$ cat src/rtl/idu_is_pkg.sv
// Shared constants for the IDU issue-stage issue queue: default field widths,
// wakeup bus count and the index of each wakeup bus within the bus vector.
package idu_is_pkg;

    localparam int DEPTH_DEF  = 4;
    localparam int IID_W_DEF  = 5;
    localparam int OPC_W_DEF  = 7;
    localparam int PREG_W_DEF = 6;
    localparam int IMM_W_DEF  = 64;
    localparam int WAKE_N_DEF = 10;

    // Wakeup bus positions within wake_vld / wake_preg.
    localparam int WAKE_ALU_IS  = 0;
    localparam int WAKE_ALU_RF  = 1;
    localparam int WAKE_ALU_RES = 2;
    localparam int WAKE_MUL1    = 3;
    localparam int WAKE_MUL2    = 4;
    localparam int WAKE_MUL3    = 5;
    localparam int WAKE_DIV1    = 6;
    localparam int WAKE_DIV2    = 7;
    localparam int WAKE_DIV3    = 8;
    localparam int WAKE_LSU     = 9;

endpackage

$ cat src/rtl/idu_is_iq_entry.sv
// One issue-queue slot: valid bit, source-ready bit, instruction payload and
// the WAKE_N-way comparison of the stored source preg against the wakeup buses.
module idu_is_iq_entry
    import idu_is_pkg::*;
#(
    parameter int IID_W  = IID_W_DEF,
    parameter int OPC_W  = OPC_W_DEF,
    parameter int PREG_W = PREG_W_DEF,
    parameter int IMM_W  = IMM_W_DEF,
    parameter int WAKE_N = WAKE_N_DEF
) (
    input  logic                     clk,
    input  logic                     rst_clk,
    input  logic                     flush_i,
    input  logic                     create_i,
    input  logic                     issue_i,
    input  logic                     in_rdy_i,
    input  logic [IID_W-1:0]         in_iid_i,
    input  logic [OPC_W-1:0]         in_opcode_i,
    input  logic                     in_psrc1_vld_i,
    input  logic [PREG_W-1:0]        in_psrc1_i,
    input  logic                     in_imm_vld_i,
    input  logic [IMM_W-1:0]         in_imm_i,
    input  logic [WAKE_N-1:0]        wake_vld_i,
    input  logic [WAKE_N*PREG_W-1:0] wake_preg_i,
    output logic                     vld_o,
    output logic                     rdy_o,
    output logic [IID_W-1:0]         iid_o,
    output logic [OPC_W-1:0]         opcode_o,
    output logic                     psrc1_vld_o,
    output logic [PREG_W-1:0]        psrc1_o,
    output logic                     imm_vld_o,
    output logic [IMM_W-1:0]         imm_o
);

    logic              vld_q, vld_d;
    logic              rdy_q, rdy_d;
    logic              wake_hit;
    logic [IID_W-1:0]  iid_q;
    logic [OPC_W-1:0]  opcode_q;
    logic              psrc1_vld_q;
    logic [PREG_W-1:0] psrc1_q;
    logic              imm_vld_q;
    logic [IMM_W-1:0]  imm_q;

    // Does any active wakeup bus carry the preg this slot is waiting on?
    always_comb begin
        // NOTE: every variable written here gets a default first, so no path
        // leaves it unassigned and no latch is inferred.
        wake_hit = 1'b0;
        for (int k = 0; k < WAKE_N; k++) begin
            if (wake_vld_i[k] && (wake_preg_i[k*PREG_W +: PREG_W] == psrc1_q)) begin
                wake_hit = 1'b1;
            end
        end
    end

    // Next valid/ready: flush wins, then create, then issue; ready is sticky.
    always_comb begin
        vld_d = vld_q;
        rdy_d = rdy_q | wake_hit;
        if (flush_i) begin
            vld_d = 1'b0;
        end else if (create_i) begin
            vld_d = 1'b1;
            rdy_d = in_rdy_i;
        end else if (issue_i) begin
            vld_d = 1'b0;
        end
    end

    // Control state register.
    always_ff @(posedge clk or negedge rst_clk) begin
        // NOTE: sequential state uses non-blocking assignments so every
        // register samples pre-edge values regardless of statement order.
        if (!rst_clk) begin
            vld_q <= 1'b0;
            rdy_q <= 1'b0;
        end else begin
            vld_q <= vld_d;
            rdy_q <= rdy_d;
        end
    end

    // Payload capture on create.
    always_ff @(posedge clk) begin
        // NOTE: payload is deliberately not reset; it is only ever observed
        // through a selected (hence valid) slot, so reset would only cost flops.
        if (create_i) begin
            iid_q       <= in_iid_i;
            opcode_q    <= in_opcode_i;
            psrc1_vld_q <= in_psrc1_vld_i;
            psrc1_q     <= in_psrc1_i;
            imm_vld_q   <= in_imm_vld_i;
            imm_q       <= in_imm_i;
        end
    end

    assign vld_o       = vld_q;
    assign rdy_o       = rdy_q;
    assign iid_o       = iid_q;
    assign opcode_o    = opcode_q;
    assign psrc1_vld_o = psrc1_vld_q;
    assign psrc1_o     = psrc1_q;
    assign imm_vld_o   = imm_vld_q;
    assign imm_o       = imm_q;

endmodule

$ cat src/rtl/idu_is_iq_n.sv
// DEPTH-entry single-source issue queue for one EXU pipe. Holds allocation,
// the age matrix, oldest-ready select and the issue output mux.
// Optional build macro IDU_IS_IQ_INORDER_EN: only the oldest valid entry may
// issue, and only once it is ready (strict program order for CSR/cp0 ops).
module idu_is_iq_n
    import idu_is_pkg::*;
#(
    parameter int DEPTH    = DEPTH_DEF,
    parameter int IID_W    = IID_W_DEF,
    parameter int OPC_W    = OPC_W_DEF,
    parameter int PREG_W   = PREG_W_DEF,
    parameter int IMM_W    = IMM_W_DEF,
    parameter int WAKE_N   = WAKE_N_DEF,
    parameter int PIPE_BIT = 0,
    localparam int CNT_W   = $clog2(DEPTH + 1)
) (
    input  logic                     clk,
    input  logic                     rst_clk,
    input  logic                     rtu_global_flush,
    input  logic                     y_idu_is_stall_ctrl,
    input  logic                     in_vld,
    input  logic [4:0]               in_pipe,
    input  logic [IID_W-1:0]         in_iid,
    input  logic [OPC_W-1:0]         in_opcode,
    input  logic                     in_psrc1_vld,
    input  logic                     in_psrc1_ready,
    input  logic [PREG_W-1:0]        in_psrc1,
    input  logic                     in_imm_vld,
    input  logic [IMM_W-1:0]         in_imm,
    input  logic [WAKE_N-1:0]        wake_vld,
    input  logic [WAKE_N*PREG_W-1:0] wake_preg,
    input  logic                     exu_pipe_busy,
    output logic                     iq_stall_ctrl,
    output logic [CNT_W-1:0]         iq_entry_cnt,
    output logic                     iq_vld,
    output logic [IID_W-1:0]         iq_iid,
    output logic [OPC_W-1:0]         iq_opcode,
    output logic                     iq_psrc1_vld,
    output logic [PREG_W-1:0]        iq_psrc1,
    output logic                     iq_imm_vld,
    output logic [IMM_W-1:0]         iq_imm
);

    logic                 create;
    logic                 in_wake_hit;
    logic                 in_rdy;
    logic                 unused_pipe;
    logic [DEPTH-1:0]     ent_vld, ent_rdy;
    logic [DEPTH-1:0]     alloc_oh, create_oh;
    logic [DEPTH-1:0]     elig, older_oh, sel_oh, issue_oh;
    logic [DEPTH-1:0]     age_q [DEPTH];
    logic [DEPTH-1:0]     age_d [DEPTH];
    logic [CNT_W-1:0]     cnt_q, cnt_d;

    logic [IID_W-1:0]     ent_iid       [DEPTH];
    logic [OPC_W-1:0]     ent_opcode    [DEPTH];
    logic                 ent_psrc1_vld [DEPTH];
    logic [PREG_W-1:0]    ent_psrc1     [DEPTH];
    logic                 ent_imm_vld   [DEPTH];
    logic [IMM_W-1:0]     ent_imm       [DEPTH];

    logic [IID_W-1:0]     iid_m;
    logic [OPC_W-1:0]     opcode_m;
    logic                 psrc1_vld_m;
    logic [PREG_W-1:0]    psrc1_m;
    logic                 imm_vld_m;
    logic [IMM_W-1:0]     imm_m;

    // Only PIPE_BIT steers into this queue; the other pipe bits belong elsewhere.
    assign unused_pipe = ^in_pipe;

    // Full is a registered condition, so a slot freed by this cycle's issue
    // cannot be refilled until the next cycle.
    assign iq_stall_ctrl = &ent_vld;
    assign create = in_vld & in_pipe[PIPE_BIT] & ~iq_stall_ctrl
                  & ~y_idu_is_stall_ctrl & ~rtu_global_flush;

    // Incoming source is ready if unused, already ready, or woken this cycle.
    always_comb begin
        in_wake_hit = 1'b0;
        for (int k = 0; k < WAKE_N; k++) begin
            if (wake_vld[k] && (wake_preg[k*PREG_W +: PREG_W] == in_psrc1)) begin
                in_wake_hit = 1'b1;
            end
        end
        in_rdy = ~in_psrc1_vld | in_psrc1_ready | in_wake_hit;
    end

    // Pick the lowest-index free slot for allocation.
    always_comb begin
        alloc_oh = '0;
        for (int i = DEPTH - 1; i >= 0; i--) begin
            if (!ent_vld[i]) begin
                alloc_oh    = '0;
                alloc_oh[i] = 1'b1;
            end
        end
    end

    assign create_oh = alloc_oh & {DEPTH{create}};

    genvar g;
    generate
        for (g = 0; g < DEPTH; g++) begin : g_entry
            idu_is_iq_entry #(
                .IID_W  (IID_W),
                .OPC_W  (OPC_W),
                .PREG_W (PREG_W),
                .IMM_W  (IMM_W),
                .WAKE_N (WAKE_N)
            ) u_entry (
                .clk            (clk),
                .rst_clk        (rst_clk),
                .flush_i        (rtu_global_flush),
                .create_i       (create_oh[g]),
                .issue_i        (issue_oh[g]),
                .in_rdy_i       (in_rdy),
                .in_iid_i       (in_iid),
                .in_opcode_i    (in_opcode),
                .in_psrc1_vld_i (in_psrc1_vld),
                .in_psrc1_i     (in_psrc1),
                .in_imm_vld_i   (in_imm_vld),
                .in_imm_i       (in_imm),
                .wake_vld_i     (wake_vld),
                .wake_preg_i    (wake_preg),
                .vld_o          (ent_vld[g]),
                .rdy_o          (ent_rdy[g]),
                .iid_o          (ent_iid[g]),
                .opcode_o       (ent_opcode[g]),
                .psrc1_vld_o    (ent_psrc1_vld[g]),
                .psrc1_o        (ent_psrc1[g]),
                .imm_vld_o      (ent_imm_vld[g]),
                .imm_o          (ent_imm[g])
            );
        end
    endgenerate

    // Entries that compete on age: every valid entry in strict order,
    // otherwise only those that are already ready.
`ifdef IDU_IS_IQ_INORDER_EN
    assign elig = ent_vld;
`else
    assign elig = ent_vld & ent_rdy;
`endif

    // An entry is blocked if any other competing entry is older (age[j][i]).
    always_comb begin
        older_oh = '0;
        for (int i = 0; i < DEPTH; i++) begin
            for (int j = 0; j < DEPTH; j++) begin
                if ((j != i) && elig[j] && age_q[j][i]) begin
                    older_oh[i] = 1'b1;
                end
            end
        end
    end

    assign sel_oh   = elig & ent_rdy & ~older_oh;
    assign iq_vld   = (|sel_oh) & ~exu_pipe_busy & ~rtu_global_flush;
    assign issue_oh = sel_oh & {DEPTH{iq_vld}};

    // A new entry is younger than every surviving entry and older than none.
    always_comb begin
        age_d = age_q;
        for (int k = 0; k < DEPTH; k++) begin
            if (create_oh[k]) begin
                for (int j = 0; j < DEPTH; j++) begin
                    age_d[j][k] = ent_vld[j] & ~issue_oh[j];
                end
                age_d[k] = '0;
            end
        end
    end

    // Occupancy tracks creates minus issues; flush empties the queue.
    always_comb begin
        if (rtu_global_flush) begin
            cnt_d = '0;
        end else begin
            cnt_d = cnt_q + CNT_W'(create) - CNT_W'(iq_vld);
        end
    end

    // Age matrix and occupancy registers.
    always_ff @(posedge clk or negedge rst_clk) begin
        if (!rst_clk) begin
            age_q <= '{default: '0};
            cnt_q <= '0;
        end else begin
            age_q <= age_d;
            cnt_q <= cnt_d;
        end
    end

    assign iq_entry_cnt = cnt_q;

    // One-hot mux of the selected entry's payload.
    always_comb begin
        iid_m       = '0;
        opcode_m    = '0;
        psrc1_vld_m = 1'b0;
        psrc1_m     = '0;
        imm_vld_m   = 1'b0;
        imm_m       = '0;
        for (int i = 0; i < DEPTH; i++) begin
            if (sel_oh[i]) begin
                iid_m       = iid_m       | ent_iid[i];
                opcode_m    = opcode_m    | ent_opcode[i];
                psrc1_vld_m = psrc1_vld_m | ent_psrc1_vld[i];
                psrc1_m     = psrc1_m     | ent_psrc1[i];
                imm_vld_m   = imm_vld_m   | ent_imm_vld[i];
                imm_m       = imm_m       | ent_imm[i];
            end
        end
    end

    // Issued fields are qualified by iq_vld; the source preg goes out ungated
    // so the register-file read can start as soon as an entry is selected.
    assign iq_iid       = iq_vld ? iid_m       : '0;
    assign iq_opcode    = iq_vld ? opcode_m    : '0;
    assign iq_psrc1_vld = iq_vld ? psrc1_vld_m : 1'b0;
    assign iq_imm_vld   = iq_vld ? imm_vld_m   : 1'b0;
    assign iq_imm       = iq_vld ? imm_m       : '0;
    assign iq_psrc1     = psrc1_m;

endmodule

$ cat config.mk
export PLATFORM = sky130hd
export DESIGN_NAME = idu_is_iq_n
export DESIGN_NICKNAME = d
export VERILOG_FILES = /design/src/rtl/idu_is_pkg.sv /design/src/rtl/idu_is_iq_entry.sv /design/src/rtl/idu_is_iq_n.sv
export SDC_FILE = /design/constraint.sdc
export NUM_CORES = 1
export LEC_CHECK = 0
export BUFFER_PORTS_ARGS = -buffer_cell sky130_fd_sc_hd__buf_4
export CAP_MARGIN = 5
export CORE_AREA = 2 2 176 178
export CTS_CLUSTER_DIAMETER = 150
export DETAILED_ROUTE_END_ITERATION = 8
export DIE_AREA = 0 0 178 180
export HOLD_SLACK_MARGIN = 0.08
export MAX_ROUTING_LAYER = met4
export PLACE_DENSITY_LB_ADDON = 0.08
export SYNTH_ARGS = -nofsm -noshare
export SYNTH_HDL_FRONTEND = slang
export SYNTH_SLANG_ARGS = --single-unit
$ cat constraint.sdc
create_clock -name clk -period 4.4 [get_ports clk]
set_input_delay 0.22 -clock clk [delete_from_list [all_inputs] [get_ports clk]]
set_output_delay 0.22 -clock clk [all_outputs]
set_load 0.03 [all_outputs]
=== Word level (Yosys, flattened, before mapping) ===
Index checks and enable logic that the tools add are counted.

* Bits in registers: 359
* Bits of input ports: 166
* Word-level logic and storage cells: 352

* Add/subtract/negate cells: 2
* Equality and inequality tests: 50
* Multiplexer cells: 132
* Bitwise gates (word level): 49
* Reduce and logical (&&, ||, !) cells: 74

{| class="wikitable"
|+ Operator list
! operator !! number
|-
| 64-bit 2-to-1 mux || 5
|-
| 6-bit == test || 50
|-
| 64-bit OR || 3
|-
| 1-bit 2-to-1 mux || 104
|-
| 1-bit logical AND || 62
|-
| 7-bit 2-to-1 mux || 5
|-
| 4-bit 2-to-1 mux || 7
|-
| 5-bit 2-to-1 mux || 5
|-
| 6-bit 2-to-1 mux || 4
|-
| 7-bit OR || 3
|-
| 4-bit bitwise AND || 5
|-
| 6-bit OR || 3
|-
| 5-bit OR || 3
|-
| 1-bit OR || 12
|-
| 2-bit nonzero test || 6
|-
| 3-bit nonzero test || 4
|-
| 1-bit bitwise AND || 10
|-
| 1-bit inverter || 9
|-
| 3-bit 2-to-1 mux || 2
|-
| 4-bit inverter || 1
|-
| 4-bit AND reduction || 1
|-
| 4-bit OR reduction || 1
|-
| 3-bit by 1-bit adder with 3-bit output || 1
|-
| 3-bit by 1-bit subtractor with 3-bit output || 1
|}

=== Logic depth before layout (Yosys ltp) ===
Gate-level depths: netlist (run 1).

* Word-level depth: 16
* Gate-level depth with buffers: 16

=== Modules after synthesis ===
A second synthesis (run 1) with hierarchy kept.

* Cells, all modules: 1222
* Area, all modules: 16905.0 um^2

{| class="wikitable"
|+ By module, submodules not included
! module !! times used !! cells each !! area an instance (um^2) !! seq. area each (um^2)
|-
| idu_is_iq_entry || 4 || 182 || 3352.0 || 2572.5
|-
| idu_is_iq_n || 1 || 494 || 3497.1 || 375.4
|}

=== Worst setup path after synthesis (run 1) ===
OpenSTA, ideal clock, no wires.

* Path type: input-to-reg
* Start point: input port rtu_global_flush
* End point: register age_q[8] (netlist bit)
* Library setup time: 0.090 ns
* Data arrival time: 3.162 ns
* Required time: 4.310 ns
* Path slack: 1.147 ns
* Cell stages on the path: 8
* Path buffers: 2
* Path through: clkbuf_1 > nor2_1 > nand3_1 > or2_2 > clkbuf_1 > inv_1 > a22oi_1 > o21ai_0

* Elaborated cells on any way between the ends: 10

{| class="wikitable"
|+ RTL lines
! item !! line !! text
|-
| from (decl) || idu_is_iq_n.sv:19 || <nowiki>input logic rtu_global_flush,</nowiki>
|-
| 1-bit inverter || idu_is_iq_n.sv:76 || <nowiki>& ~y_idu_is_stall_ctrl & ~rtu_global_flush;</nowiki>
|-
| 1-bit bitwise AND || idu_is_iq_n.sv:76 ||
|-
| 4-bit bitwise AND || idu_is_iq_n.sv:100 || <nowiki>assign create_oh = alloc_oh & {DEPTH{create}};</nowiki>
|-
| named net g_entry[0].u_entry.create_i || idu_is_iq_entry.sv:15 || <nowiki>input logic create_i,</nowiki>
|-
| 2-bit nonzero test (no line) || -- ||
|-
| to (signal assigned) || idu_is_iq_n.sv:190 || <nowiki>age_q <= age_d;</nowiki>
|-
| to (decl) || idu_is_iq_n.sv:51 || <nowiki>logic [DEPTH-1:0] age_q [DEPTH];</nowiki>
|}

The timed path passes the listed nets, and every way through them passes these cells. The select of a mux whose other input is x is not followed.
A chain may end at the register's enable or synchronous reset.

=== Worst setup path after layout (run 1) ===
* Start point: register g_entry[0].u_entry.vld_q
* End point: output port iq_imm[34]

* Word-level cells in the longest chain between the ends: 13
* Elaborated cells on any way between the ends: 27

{| class="wikitable"
|+ RTL lines
! item !! line !! text
|-
| from (decl) || idu_is_iq_entry.sv:36 || <nowiki>logic vld_q, vld_d;</nowiki>
|-
| from (signal assigned) || idu_is_iq_entry.sv:80 || <nowiki>vld_q <= vld_d;</nowiki>
|-
| 4-bit bitwise AND (*) || idu_is_iq_n.sv:143 || <nowiki>assign elig = ent_vld & ent_rdy;</nowiki>
|-
| 1-bit logical AND || idu_is_iq_n.sv:151 || <nowiki>if ((j != i) && elig[j] && age_q[j][i]) begin</nowiki>
|-
| 1-bit 2-to-1 mux (3 in series) || idu_is_iq_n.sv:151 ||
|-
| 4-bit inverter || idu_is_iq_n.sv:158 || <nowiki>assign sel_oh = elig & ent_rdy & ~older_oh;</nowiki>
|-
| 4-bit bitwise AND (*) || idu_is_iq_n.sv:158 ||
|-
| 64-bit 2-to-1 mux || idu_is_iq_n.sv:206 || <nowiki>if (sel_oh[i]) begin</nowiki>
|-
| 64-bit OR || idu_is_iq_n.sv:212 || <nowiki>imm_m = imm_m | ent_imm[i];</nowiki>
|-
| 64-bit 2-to-1 mux || idu_is_iq_n.sv:206 ||
|-
| 64-bit OR || idu_is_iq_n.sv:212 ||
|-
| 64-bit 2-to-1 mux || idu_is_iq_n.sv:206 ||
|-
| 64-bit 2-to-1 mux (*) || idu_is_iq_n.sv:223 || <nowiki>assign iq_imm = iq_vld ? imm_m : '0;</nowiki>
|-
| to (decl) || idu_is_iq_n.sv:41 || <nowiki>output logic [IMM_W-1:0] iq_imm</nowiki>
|}

Mark *: on every way between the ends. The rest lies on a longest branch, timed or not.

==> impl_metrics.yaml, run 1 <==
status:
  status: "complete, no violations"
synth:
  synth_top_cell_by_area: "edfxtp_1"
  netlist_instances: 1280
  synth_top_area_frac: 0.597
  avgSynthCellArea_sq_um: 13.2
  synth_area_sq_mm: 0.0169
  async_flop_share: 0.0641
  synth_edf_count: 336
  ys_ff_latch: 359
  synth_nets: 1449
  netlist_top_cells_area: "edfxtp_1 60%, xnor2_1 8.6%, a22oi_1 7.5%"
  synth.yosys.seq_area_share: 0.631
  yosysWarningCount: 0
  yosysUniqueCellTypes: 35
  synth-main-ff-cell: "edfxtp_1"
clocking:
  cts_buffer_depth: 3
  cts.clk_slew.worst_paths_ns: 0.06
  root_buffer: "clkbuf_16"
  worstSkewPairLatency_ns: 0.53
  cts_buffers: 37
  post_cts_buffers: 0
  cts_tree: "built"
  cts.sinks: 359
  htree_levels: 2
sta:
  max_slew_margin: 0.249
  final.period_utilization: 0.838
  rsz0062_at_grt: "false"
  slew_violations: 0
  min_period_ns: 3.69
  setup_ws_ns: 0.714
  hold_viol: 0
  tightestPinTransition_ns: 1.13
  fin_tns_setup_ns: 0
  holdWs_ns: 0.119
  skew_ns: 0.0158
  max_freq_mhz: 271
  setup_viol_count_final: 0
setup_path:
  crit_family: "buffers and inverters"
  crit_arrival_ns: 3.47
  regToRegStartpoint: "g_entry[0].u_entry.vld_o$_DFFE_PN0P_"
  rr_endpoint: "iq_entry_cnt[2]$_DFF_PN0_"
  path_class: "flop to output pin"
  worstPathCellList: "a31oi_1, and3_4, o41ai_4, buf_4, a21oi_1, buf_4"
  start_kind: "flop"
  cp_slowest_cell: "buf_4"
  path_depth: 6
  cp-end-kind: "output pin"
  cp_num_buf_inv: 2
  ff2ff_setup_slack_ns: 1.50
  cp_data_required_time_ns: 4.18
  crit_path_frequent_cell: "buf_4"
  cpPeakStageDelay_ns: 0.89
  cp_max_fo: 78
  worstRegToRegCells: 11
global_routing:
  grt.total_usage: 0.290
  grt_max_degree: 87
  overflow: 0
  antenna_found_initial: 1
  grt_pass1_wl_mm: 68.5
  grt_pass1_vias: 11900
detailed_routing:
  avgRoutedWirePerCell_microns: 23.2
  first_iter_violations: 1071
  remaining_drc_errors: 0
  routed.top_layer: "met4"
  viasPerCell: 6.03
  wl_met2_mm: 22.0
  dr_total_vias: 11700
  routed_wl_mm: 45.1
  drt-met1-wl_mm: 18.2
  dr_wl_met3_mm: 3.68
  firstDrtPassIters: 5
  ant_nets: 0
hold_path:
  hold_end: "g_entry[1].u_entry.psrc1_o[2]$_DFFE_PP_"
  hp-start: "in_psrc1[2]"
  hold_path_depth: 1
  min_path_type: "primary input to flop"
finish:
  layout_common_cells: "336 x edfxtp_1, 259 x buf_4, 169 x a22oi_1"
  postLayoutCoreUtil: 0.691
  fin_nets: 1686
  layout-drive-gt1-share: 0.214
  fin_cells: 1943
  area_growth_pct: 23.4
  final_cell_area_sq_mm: 0.0209
  final_common_cell: "edfxtp_1"
power_and_ir_drop:
  cellLeakagePower_nw: 7.01
  power_mw: 7.51
  peakVddDrop_uv: 345
  powerDensity_mw_per_mm2: 360
die:
  fp.dieArea_sq_mm: 0.0320
  rows: 64
  core-area_sq_mm: 0.0302
  ioPinCount: 255
  chipWidth_microns: 178
  die_h_microns: 180
  initial_utilization: 0.560
placement:
  dp_cells: 1791
  dpl_cell_area_sq_mm: 0.0188
  place_congestion: 0.909
  place_ws_ns: 1.37
  port_buffers: 250
  dpl.hpwl_mm: 25.9
job:
  max-cap-violations: 0
## area by class of cell
cell class | instances | area [sq um]
diodes | 1 | 2.50
well taps | 396 | 495
inverters | 11 | 50.0
fillers | 2105 | 9320
repair buffers | 344 | 2820
clock buffers | 43 | 990
clock inverters | 25 | 249
flip-flops and latches | 359 | 10700
multi-input cells | 764 | 5600
## registers in the layout, indices dropped and copies added (netlist names)
register / count
g_entry.u_entry.vld_o: 4
g_entry.u_entry.psrc1_vld_o: 4
g_entry.u_entry.psrc1_o: 24
g_entry.u_entry.rdy_o: 4
g_entry.u_entry.opcode_o: 28
g_entry.u_entry.imm_vld_o: 4
iq_entry_cnt: 3
g_entry.u_entry.iid_o: 20
g_entry.u_entry.imm_o: 256
age_q: 12
## power by group
group | switching, mW | internal, mW | leakage (nW) | total (mW)
sequential | 0.0298 | 3.77 | 3.33 | 3.80
combinational | 0.307 | 0.284 | 3.09 | 0.592
clock | 1.30 | 1.82 | 0.595 | 3.12
## cells by family (layout without fill, tap and decap cells)
family          after synthesis  after routing  synth area share
compound gates              272            272             0.109
xor+xnor                    302            302             0.156
fa+ha+maj                     3              3           0.00266
buf+inv                     157            423            0.0395
flops                       359            359             0.631
other cells                   0              1                 0
simple gates                187            187            0.0618
## cell usage after synthesis, types with 23 or more instances
cell type    n
a21oi_1     79
nand3_1     31
xor2_1     136
nor4_1      53
buf_2       57
xnor2_1    166
edfxtp_1   336
nand2_1     27
nand4_1     52
a22oi_1    169
dfrtp_1     23
clkbuf_1    72
## worst max-delay path by stage
stage / endpoint / start / slack [ns]
finish: iq_imm[34] / g_entry[0].u_entry.vld_o$_DFFE_PN0P_ / 0.71
global route: iq_imm[34] / g_entry[0].u_entry.vld_o$_DFFE_PN0P_ / 0.61
CTS: iq_imm[0] / g_entry[0].u_entry.vld_o$_DFFE_PN0P_ / 0.78
detailed placement: iq_imm[0] / g_entry[0].u_entry.vld_o$_DFFE_PN0P_ / 1.37
global placement: iq_imm[47] / g_entry[0].u_entry.vld_o$_DFFE_PN0P_ / 1.39
floorplan: age_q[8]$_DFFE_PN0P_ / rtu_global_flush / 1.15
## what timing repair did
| action | 4_1_cts | 5_1_grt |
|---|---|---|
| gates resized for setup | 0 | 0 |
| hold buffers | 83 | 0 |
| endpoints found under the hold margin | 342 | 0 |
## routing by layer
metal,global-route usage,vias to the layer above
met2,0.462,507
met3,0.0584,98
met4,0.0961,0
met1,0.375,5834
met5,-,-
li1,-,5272
No activity file was read; power rests on OpenSTA's default activity.
==> run 2: changes to the inputs <==
CORE_AREA = 2 2 184 186   (was 2 2 176 178)
DIE_AREA = 0 0 186 188   (was 0 0 178 180)
clock period = 3.1 ns   (was 4.4 ns; I/O delays follow)
==> run 2 against run 1 <==
  * Sequential share of layout area down 0.94 points
  * Combinational power increased by 47%
  * Largest cell class unchanged
  * Design area rose by 1.9%
  * Critical path depth rose by 1
  * Sequential cell count stayed put
  * Cell count is 4.2% higher
  * Sequential power grew 42%
  * Clock skew grew 0.0042 ns
  * Setup slack lost 0.39 ns
  * Global-route usage decreased by 1.6 points
  * Via count down 0.23%
  * Power grew 40%
==> impl_metrics.yaml, run 2 (same netlist as run 1, synthesis figures left out) <==
status:
  status: "complete, no violations"
detailed_routing:
  firstDrtPassIters: 7
  first_iter_violations: 995
  ant_nets: 0
  remaining_drc_errors: 0
  routed_wl_mm: 46.5
  dr_total_vias: 11700
  viasPerCell: 5.77
  avgRoutedWirePerCell_microns: 23.0
finish:
  final_common_cell: "edfxtp_1"
  layout_common_cells: "336 x edfxtp_1, 269 x buf_4, 169 x a22oi_1"
  fin_nets: 1716
  layout-drive-gt1-share: 0.218
  area_growth_pct: 25.7
  fin_cells: 2025
  largest_register_ffs: 256
clocking:
  cts_tree: "built"
  cts_buffer_depth: 3
  root_buffer: "clkbuf_16"
  cts.sinks: 359
  post_cts_buffers: 0
  htree_levels: 2
  worstSkewPairLatency_ns: 0.53
  cts.clk_slew.worst_paths_ns: 0.06
  cts_buffers: 37
placement:
  place_congestion: 0.927
  dp_cells: 1865
  dpl.hpwl_mm: 27.3
  port_buffers: 250
  place_ws_ns: 0.491
power_and_ir_drop:
  peakVddDrop_uv: 497
  cellLeakagePower_nw: 7.15
  powerDensity_mw_per_mm2: 494
  power_mw: 10.5
setup_path:
  worstPathCellList: "nand2_1, a31oi_1, and3_4, o41ai_4, buf_12, a21oi_1, buf_4"
  cp_data_required_time_ns: 2.94
  path_class: "flop to output pin"
  crit_arrival_ns: 2.62
  cpPeakStageDelay_ns: 0.47
  cp_slowest_cell: "dfrtp_1"
  cp_max_fo: 78
  start_kind: "flop"
  cp-end-kind: "output pin"
sta:
  tightestPinTransition_ns: 0.904
  holdWs_ns: 0.145
  slew_violations: 0
  fin_tns_setup_ns: 0
  min_period_ns: 2.78
  hold_viol: 0
  rsz0062_at_grt: "false"
  setup_ws_ns: 0.325
  setup_viol_count_final: 0
  final.period_utilization: 0.895
  max_freq_mhz: 360
  max_slew_margin: 0.396
  skew_ns: 0.0200
die:
  die_h_microns: 188
  chipWidth_microns: 186
  core-area_sq_mm: 0.0331
  initial_utilization: 0.511
  fp.dieArea_sq_mm: 0.0350
  ioPinCount: 255
  rows: 67
global_routing:
  grt.total_usage: 0.274
  antenna_found_initial: 2
  grt_pass1_wl_mm: 70.0
  overflow: 0
  grt_max_degree: 87
  grt_pass1_vias: 11800
hold_path:
  min_path_type: "primary input to flop"
job:
  max-cap-violations: 0
-- run 2: cell types whose count changed in the layout (fill, tap and decap cells not counted), sizes merged --
cell,change
clkinvlp,-3
buf,+22
clkbuf,+8
inv,-5
dlygate4sd3,+8
diode,+1
bufinv,-1
-- run 2: area by class of cell --
| type | instances | area [sq um] |
|---|---|---|
| well taps | 448 | 561 |
| repair buffers | 374 | 3210 |
| multi-input cells | 764 | 5600 |
| clock buffers | 51 | 1020 |
| flip-flops and latches | 359 | 10700 |
| inverters | 11 | 48.8 |
| fillers | 2552 | 11900 |
| diodes | 2 | 5.00 |
| clock inverters | 16 | 146 |
-- run 2: power by group --
group | switching (mW) | total [mW] | internal, mW | leakage [nW]
Clock | 1.77 | 4.25 | 2.48 | 0.569
Sequential | 0.0342 | 5.39 | 5.35 | 3.33
Combinational | 0.448 | 0.868 | 0.421 | 3.26
-- run 2: worst paths after layout --
path / start / endpoint / slack [ns] / cells past startpoint
min reg2reg: age_q[0]$_DFFE_PN0P_ / age_q[0]$_DFFE_PN0P_ / 0.50 / 2
max: g_entry[2].u_entry.vld_o$_DFFE_PN0P_ / iq_imm[54] / 0.32 / 7
max reg2reg: g_entry[2].u_entry.vld_o$_DFFE_PN0P_ / iq_entry_cnt[2]$_DFF_PN0_ / 0.46 / 12
max in group asynchronous: rst_clk / iq_entry_cnt[2]$_DFF_PN0_ / 1.08 / 4
min in group asynchronous: rst_clk / g_entry[0].u_entry.rdy_o$_DFF_PN0_ / 0.54 / 3
min: y_idu_is_stall_ctrl / age_q[8]$_DFFE_PN0P_ / 0.15 / 5
-- run 2: worst max-delay path: cells and delay by family (launching register included) --
kind	cells	cell delay [ns]
AOI/OAI and AO/OA	3	0.61
buffers and inverters	2	0.60
DFF	1	0.47
and+or+nand+nor	2	0.30
-- run 2: timing repair --
item | 4_1_cts | 5_1_grt
hold endpoints to repair | 368 | 0
endpoints found under the setup margin | 0 | 0
hold buffers | 91 | 0
resized for setup | 0 | 0
-- run 2: metal layers --
metal  track usage  up-vias  routed length (microns)
met4        0.0878        0                     1420
met3        0.0511      102                     3430
met5             -        -                        0
met1         0.361     5780                    19300
met2         0.432      473                    22300
li1              -     5329                        -
-- run 2: metrics by stage --
stage | cell area (sq um) | utilization
2_1_floorplan | 16900 | -
3_3_place_gp | 19200 | 0.579
3_5_place_dp | 19200 | 0.579
4_1_cts | 21300 | 0.642
5_1_grt | 21300 | 0.642
6_report | 21300 | 0.642
==> run 3: changes to the inputs <==
CORE_AREA = 2 2 176 178   (was 2 2 184 186)
DIE_AREA = 0 0 178 180   (was 0 0 186 188)
clock period = 2.9 ns   (was 3.1 ns; I/O delays follow)
==> run 3 against run 2 <==
  * Critical path type unchanged
  * Via count is 1.3% higher
  * Setup slack got worse by 0.19 ns
  * Largest power group unchanged
  * Worst hold slack worse by 0.035 ns
  * Power is 9.2% higher
  * Global-route usage up 2.0 points
==> impl_metrics.yaml, run 3 (same netlist as run 1, synthesis figures left out) <==
setup_path:
  cp-end-kind: "output pin"
  cpPeakStageDelay_ns: 0.51
  path_class: "flop to output pin"
  cp_data_required_time_ns: 2.76
  crit_family: "compound AO/OA/AOI/OAI gates"
  cp_slowest_cell: "dfrtp_1"
  start_kind: "flop"
  worstPathCellList: "nand2_1, a31oi_1, and3_4, buf_16, a22oi_1, a21oi_1, buf_4"
  cp_max_fo: 86
  crit_arrival_ns: 2.62
  cp_num_buf_inv: 2
global_routing:
  grt.total_usage: 0.294
  overflow: 0
  antenna_found_initial: 1
  grt_max_degree: 87
  grt_pass1_vias: 12000
  grt_pass1_wl_mm: 68.9
sta:
  setup_viol_count_final: 0
  max_freq_mhz: 362
  skew_ns: 0.0195
  hold_viol: 0
  final.period_utilization: 0.954
  rsz0062_at_grt: "false"
  max_slew_margin: 0.420
  fin_tns_setup_ns: 0
  slew_violations: 0
  tightestPinTransition_ns: 0.869
  min_period_ns: 2.77
hold_path:
  min_path_type: "primary input to flop"
clocking:
  cts.clk_slew.worst_paths_ns: 0.06
  worstSkewPairLatency_ns: 0.52
  cts_tree: "built"
  root_buffer: "clkbuf_16"
  htree_levels: 2
  cts.sinks: 359
  cts_buffers: 37
  cts_buffer_depth: 3
die:
  fp.dieArea_sq_mm: 0.0320
  rows: 64
  core-area_sq_mm: 0.0302
  die_h_microns: 180
  ioPinCount: 255
  chipWidth_microns: 178
  initial_utilization: 0.560
detailed_routing:
  dr_total_vias: 11800
  first_iter_violations: 1225
  firstDrtPassIters: 6
  avgRoutedWirePerCell_microns: 23.2
  ant_nets: 0
  viasPerCell: 5.98
  remaining_drc_errors: 0
  routed_wl_mm: 45.8
power_and_ir_drop:
  peakVddDrop_uv: 881
  cellLeakagePower_nw: 7.19
  power_mw: 11.5
  powerDensity_mw_per_mm2: 539
placement:
  port_buffers: 250
  dpl.hpwl_mm: 26.3
  place_congestion: 0.948
status:
  status: "complete, no violations"
finish:
  largest_register_ffs: 256
  fin_nets: 1721
  final_common_cell: "edfxtp_1"
  layout_common_cells: "336 x edfxtp_1, 279 x buf_4, 169 x a22oi_1"
  area_growth_pct: 25.8
  layout-drive-gt1-share: 0.225
job:
  max-cap-violations: 0
[run 3: cell count changes in the layout (fill, tap and decap cells not counted), moves of 3 or more]
cell | before | now
buf_12 | 14 | 8
clkinvlp_4 | 1 | 4
buf_4 | 269 | 279
bufinv_16 | 2 | 6
clkbuf_1 | 11 | 6
[run 3: stage by stage]
step | instances | utilization | worst slack, ns | hold slack, ns | instance area [sq um]
finish | 1977 | 0.705 | 0.134 | 0.110 | 21300
CTS | 1973 | 0.703 | 0.0416 | 0.0806 | 21200
detailed placement | 1817 | 0.633 | 0.226 | 0.0635 | 19100
global placement | 1817 | 0.633 | 0.253 | 0.0569 | 19100
floorplan | 1280 | - | 0.00259 | -0.151 | 16900
global route | 1977 | 0.705 | 0.0125 | 0.137 | 21300
[run 3: path summary, 6_finish.rpt]
check                                                     start                                   end  slack (ns)  cells after the start
setup / recovery           g_entry[1].u_entry.vld_o$_DFFE_PN0P_                            iq_imm[32]        0.13                      7
setup reg to reg           g_entry[1].u_entry.vld_o$_DFFE_PN0P_             iq_entry_cnt[1]$_DFF_PN0_        0.22                     11
hold reg to reg                            age_q[4]$_DFFE_PN0P_                  age_q[4]$_DFFE_PN0P_        0.50                      2
max in group asynchronous                               rst_clk  g_entry[0].u_entry.vld_o$_DFFE_PN0P_        2.52                      2
hold / removal                              y_idu_is_stall_ctrl                  age_q[8]$_DFFE_PN0P_        0.11                      5
min in group asynchronous                               rst_clk                  age_q[2]$_DFFE_PN0P_        0.12                      2
[run 3: metal layers]
metal,global-route usage,wire (microns),vias to the layer above
li1,-,-,5343
met1,0.375,18500,5854
met2,0.481,22400,547
met3,0.0518,3710,87
met4,0.0892,1190,0
met5,-,0,-
[run 3: repair_timing]
| action | CTS | global route |
|---|---|---|
| buffers inserted | 0 | 2 |
| pin swaps | 1 | 1 |
| cloned | 0 | 1 |
| endpoints found under the setup margin | 21 | 77 |
| hold endpoints to repair | 368 | 0 |
| resized for setup | 1 | 4 |
| hold buffers | 89 | 0 |
[run 3: final cells by class]
cell class | count | area [sq um]
well taps | 396 | 495
clock inverters | 23 | 268
flip-flops and latches | 359 | 10700
repair buffers | 379 | 3210
multi-input cells | 764 | 5600
clock buffers | 44 | 973
fillers | 2135 | 8910
inverters | 11 | 61.3
diodes | 1 | 2.50
[run 3: worst min-delay path, delay by kind of cell]
family,cells,cell delay (ns)
and+or+nand+nor,3,0.30
AOI/OAI and AO/OA,1,0.06
buffers and inverters,1,0.08
[run 3: report_power, final]
part | switching (mW) | internal, mW | total, mW
logic | 0.474 | 0.448 | 0.921
registers | 0.0426 | 5.72 | 5.76
clock network | 1.86 | 2.93 | 4.79
